## src/rtl/spi_reg_ctrl.sv

```systemverilog
// spi_reg_ctrl: command sequencer behind the SPI_slave byte interface.
// Each chip-select framed stream is parsed as [cmd][data...]; cmd bit7 selects
// read (1) or write (0), cmd bits 6:0 give the start address. Data bytes access
// an internal bank of NUM_REGS 8-bit registers with optional auto-increment.
// Address 0x7F reads back ID_VALUE, which is also the first MISO byte of a frame.
module spi_reg_ctrl #(
  parameter int         NUM_REGS = 8,
  parameter logic [7:0] ID_VALUE = 8'hA5,
  parameter bit         AUTO_INC = 1'b1
) (
  input  logic                  clk,
  input  logic                  rst_n,
  input  logic                  ssel_active,
  input  logic                  rx_valid,
  input  logic [7:0]            rx_byte,
  output logic [7:0]            tx_byte,
  output logic [NUM_REGS*8-1:0] regs_flat,
  output logic                  wr_strobe,
  output logic [6:0]            wr_addr,
  output logic                  busy,
  output logic                  frame_err
);

  typedef enum logic [1:0] {
    IDLE,
    CMD,
    WRITE,
    READ
  } state_t;

  localparam logic [6:0] ADDR_ID   = 7'h7F;
  localparam logic [6:0] ADDR_STEP = AUTO_INC ? 7'd1 : 7'd0;

  state_t     state;
  state_t     state_next;
  logic [7:0] regs [NUM_REGS];
  logic [6:0] addr;
  logic       ssel_prev;
  logic       ssel_rise;

  logic       frame_start;
  logic       cmd_take;
  logic       data_wr;
  logic       data_rd;

  logic [6:0] rd_addr;
  logic [7:0] rd_data;
  logic       rd_bad;
  logic       wr_hit;

  function automatic logic in_bank(input logic [6:0] a);
    return 32'(a) < 32'(NUM_REGS);
  endfunction

  // Chip-select history: sampled even during reset so that a select already
  // asserted across reset is not mistaken for a new frame afterwards.
  always_ff @(posedge clk) begin
    ssel_prev <= ssel_active;
  end

  assign ssel_rise = ssel_active && !ssel_prev;

  // Next-state and per-cycle action decode.
  always_comb begin
    state_next  = state;
    frame_start = 1'b0;
    cmd_take    = 1'b0;
    data_wr     = 1'b0;
    data_rd     = 1'b0;
    unique case (state)
      IDLE: begin
        if (ssel_rise) begin
          state_next  = CMD;
          frame_start = 1'b1;
        end
      end
      CMD: begin
        if (rx_valid) begin
          cmd_take   = 1'b1;
          state_next = rx_byte[7] ? READ : WRITE;
        end
      end
      WRITE: data_wr = rx_valid;
      READ:  data_rd = rx_valid;
      default: state_next = IDLE;
    endcase
    // A byte completing on the same cycle select drops is still handled above;
    // only the state returns to IDLE.
    if (state != IDLE && !ssel_active) begin
      state_next = IDLE;
    end
  end

  // Register read mux: the command byte supplies the address directly, data
  // bytes use the running address.
  always_comb begin
    rd_addr = cmd_take ? rx_byte[6:0] : addr;
    rd_data = '0;
    rd_bad  = 1'b0;
    if (in_bank(rd_addr)) begin
      for (int unsigned i = 0; i < NUM_REGS; i++) begin
        if (rd_addr == 7'(i)) rd_data = regs[i];
      end
    end else if (rd_addr == ADDR_ID) begin
      rd_data = ID_VALUE;
    end else begin
      rd_bad = 1'b1;
    end
  end

  assign wr_hit = in_bank(addr);

  // FSM state register.
  always_ff @(posedge clk) begin
    if (!rst_n) begin
      state <= IDLE;
    end else begin
      state <= state_next;
    end
  end

  // Address, MISO byte, write strobe and error flag updates.
  always_ff @(posedge clk) begin
    if (!rst_n) begin
      addr      <= '0;
      tx_byte   <= '0;
      wr_strobe <= 1'b0;
      wr_addr   <= '0;
      busy      <= 1'b0;
      frame_err <= 1'b0;
    end else begin
      busy      <= (state_next != IDLE);
      wr_strobe <= 1'b0;
      if (frame_start) begin
        tx_byte   <= ID_VALUE;
        frame_err <= 1'b0;
      end
      if (cmd_take) begin
        if (rx_byte[7]) begin
          tx_byte <= rd_data;
          addr    <= rx_byte[6:0] + ADDR_STEP;
          if (rd_bad) frame_err <= 1'b1;
        end else begin
          addr <= rx_byte[6:0];
        end
      end
      if (data_wr) begin
        if (wr_hit) begin
          wr_strobe <= 1'b1;
          wr_addr   <= addr;
        end else begin
          frame_err <= 1'b1;
        end
        addr <= addr + ADDR_STEP;
      end
      if (data_rd) begin
        tx_byte <= rd_data;
        addr    <= addr + ADDR_STEP;
        if (rd_bad) frame_err <= 1'b1;
      end
    end
  end

  // Register bank storage.
  always_ff @(posedge clk) begin
    if (!rst_n) begin
      for (int unsigned i = 0; i < NUM_REGS; i++) regs[i] <= '0;
    end else if (data_wr && wr_hit) begin
      for (int unsigned i = 0; i < NUM_REGS; i++) begin
        if (addr == 7'(i)) regs[i] <= rx_byte;
      end
    end
  end

  for (genvar g = 0; g < NUM_REGS; g++) begin : g_flat
    assign regs_flat[8*g +: 8] = regs[g];
  end

endmodule
```

## config.mk

```make
export PLATFORM = sky130hd
export DESIGN_NAME = spi_reg_ctrl
export DESIGN_NICKNAME = d
export VERILOG_FILES = /design/src/rtl/spi_reg_ctrl.sv
export SDC_FILE = /design/constraint.sdc
export NUM_CORES = 1
export LEC_CHECK = 0
export ABC_CLOCK_PERIOD_IN_PS = 2500
export CAP_MARGIN = 20
export CELL_PAD_IN_SITES_DETAIL_PLACEMENT = 2
export CELL_PAD_IN_SITES_GLOBAL_PLACEMENT = 2
export CORE_MARGIN = 2
export CORE_UTILIZATION = 29
export CTS_BUF_LIST = sky130_fd_sc_hd__clkbuf_16
export DETAILED_ROUTE_END_ITERATION = 8
export PLACE_DENSITY_LB_ADDON = 0.1
export SLEW_MARGIN = 30
export SYNTH_ARGS = -nofsm -noshare
export SYNTH_HDL_FRONTEND = slang
export SYNTH_SLANG_ARGS = --single-unit
```

## constraint.sdc

```tcl
create_clock -name clk -period 2.5 [get_ports clk]
set_input_delay 0.75 -clock clk [delete_from_list [all_inputs] [get_ports clk]]
set_output_delay 0.75 -clock clk [all_outputs]
set_load 0.05 [all_outputs]
```

==> flow_summary.toml, run 1 <==
[outcome]
run_status = "finished, final reports clean"

[clocking]
hold_buffers = 0
path_clk_slew_ns = 0.07
cts.sinks = 92
cts_tree = "built"
cts_made_buffers = 9
clockRootBuffer = "clkbuf_16"
clkLatencyLatePin_ns = 0.35
htree_levels = 3
cts_buffer_depth = 2

[grt]
grtUsageTotal = 0.2329
grt_pass1_wl_um = 27920
overflow = 0
grt_max_degree = 40
grt_antenna_before_repair = 0
grt_pass1_vias = 4453

[cells_and_area]
post-route-cell-area_um2 = 6505
areaGrowthSynthToFinish_pct = 47.95
drive_gt1_frac = 0.1923
nets = 610
diodes = 0

[critical_path]
crit_type = "input port to flip-flop"
cp.arrival_ns = 2.70
cp_data_required_time_ns = 2.78
cp-start-kind = "input port"
crit_fanout = 11
critPathCaptureType = "flip-flop"

[placed_design]
gp_congestion = 0.8433
placedInstanceArea_um2 = 6160
io_buffer_count = 93
pre_cts_slack_ns = -0.4955
dp_hpwl_um = 13740

[synth]
yosysTopAreaCell = "edfxtp_1"
ys_types = 57
netlist_area_um2 = 4397
ys_seq_area_frac = 0.5646
syn_inst = 431
ys_ff_latch = 92
synthTopCellsByArea = "edfxtp_1, dfxtp_1, nor2_1, nand2_1, a21oi_1"
ys_warn_count = 0
yosysMostFrequentCell = "nor2_1"
ys_top_cells_by_count = "nor2_1, edfxtp_1, nand2_1, dfxtp_1, a21oi_1"
async_reset_ff_frac = 0
synth-main-ff-cell = "edfxtp_1"
synth_edf_count = 64
netlist.area_leader.share = 0.4371
syn_area_per_cell_um2 = 10.20
synthesis.nets = 448

[die]
core_um2 = 15030
initial_core_util = 0.2925
rows = 45
die_y_um = 127.1
fp.dieArea_um2 = 16160
fp.dieW_um = 127.1
ioPinCount = 94

[sta]
rsz0062_at_grt = "no"
setup_slack_ns = 0.08183
finalHoldViolCount = 0
fmax_mhz = 413.5
setup-violations-final = 0
fin_crit_ns = 2.418
final_max_slew_viol_count = 0
slew_headroom = 0.5894
worstMarginPinSlew_ns = 0.6095
min_period_over_period = 0.9673
fin_worst_skew_ns = 0.005796

[detailed_routing]
drc = 0
drtAntennaViolNets = 0
drt_iter0_drc = 239
wl_per_cell_um = 22.85
route.vias.total = 4108
first_pass_iters = 4
vias_per_cell = 5.226
wl_um = 17960

[worst_hold_path]
hp-class = "flip-flop to flip-flop"

[pwr]
ir_worst_vdd_v = 0.0002999
leakagePower_nw = 2.539
p_per_area_nw_per_um2 = 597.7

[flow_run]
cap_violations = 0
## state kept, by name (all words and copies together) (netlist names)
| name | flops |
|---|---|
| regs | 64 |
| tx_byte | 8 |
| addr | 7 |
| wr_addr | 7 |
| state | 2 |
| busy | 1 |
| frame_err | 1 |
| ssel_prev | 1 |
| wr_strobe | 1 |
## cells in the final DEF, fill, tap and decap left out, types with 4 or more instances in the layout
| cell type | synthesis | layout |
|---|---|---|
| clkbuf_16 | 0 | 9 |
| inv_1 | 20 | 21 |
| buf_4 | 3 | 73 |
| dfxtp_1 | 28 | 28 |
| ha_1 | 5 | 5 |
| nand4_1 | 6 | 6 |
| a221oi_1 | 5 | 5 |
| o221ai_1 | 4 | 4 |
| o22ai_1 | 5 | 5 |
| nor3_1 | 10 | 9 |
| nand2b_1 | 6 | 6 |
| o221a_2 | 4 | 4 |
| nor2_1 | 72 | 72 |
| nand3_1 | 7 | 7 |
| clkdlybuf4s50_1 | 0 | 88 |
| nor2b_1 | 4 | 4 |
| edfxtp_1 | 64 | 64 |
| o21ai_0 | 17 | 17 |
| nand2_1 | 51 | 49 |
| a21oi_1 | 22 | 21 |
| and3_1 | 6 | 6 |
| mux2i_1 | 8 | 8 |
| buf_12 | 0 | 9 |
## timing repair
item	CTS	global route
endpoints found under the hold margin	0	0
cloned	0	0
setup endpoints to repair	40	64
setup buffers	1	0
gates resized for setup	8	7
pin swaps	4	4
## power by group
group          total (mW)  internal, mW  switching, mW
registers            1.75          1.69         0.0578
logic               0.732         0.275          0.456
clock network        1.41         0.781          0.626
## critical path, cell delays in order
cell             delay, ns
clkdlybuf4s50_1       0.52
buf_4                 0.20
nand2_1               0.10
o31a_1                0.43
buf_4                 0.20
nor2_1                0.04
nor4_1                0.29
o2bb2ai_1             0.16
## final timing paths
path / start / end / slack, ns / cells after the start
min reg2reg: wr_addr[0] / wr_addr[0] / 0.47 / 2
max reg2reg: addr[3] / regs[0][5] / 0.19 / 8
min: wr_addr[0] / wr_addr[0] / 0.47 / 2
max: rx_byte[0] / tx_byte[5] / 0.08 / 8
## routing by layer
metal,share of wire,global-route usage
met5,0,0
met4,0.021,0.07111
met3,0.031,0.03434
met2,0.51,0.4016
met1,0.44,0.3038
## cells by family after synthesis
logic type | after synthesis | synth area share
xor gates and xnor gates | 6 | 0.01195
buffers and inverters | 44 | 0.04752
and+or+nand+nor | 180 | 0.1853
DFF | 92 | 0.5646
muxes | 9 | 0.02077
AOI/OAI and AO/OA | 95 | 0.1557
adders and majority gates | 5 | 0.01423
## through the flow
stage,TNS (ns),std cells,utilization,hold slack (ns),power (mW)
floorplan,0,431,-,0.5444,2.159
CTS,0,787,0.4312,0.4778,3.916
global route,0,786,0.4327,0.5107,4.028
global placement,-27.83,770,0.4097,0.4543,2.495
finish,0,786,0.4327,0.4702,3.888
detailed placement,-31.61,770,0.4097,0.4681,2.508
## layout make-up
cell class	count	area, um2
repair buffers	175	1660
flip-flops and latches	92	2482
well taps	188	235.2
fillers	1601	8528
inverters	20	75.07
clock inverters	7	73.82
multi-input cells	295	1753
clock buffers	9	225.2
Power figures use the tool's default switching activity.
==> run 2, diff against run 1 <==
Settings changed: ABC_CLOCK_PERIOD_IN_PS 2500 to unset.
==> results of run 2 <==
Final layout, timing and power as in run 1 (identical DEF).
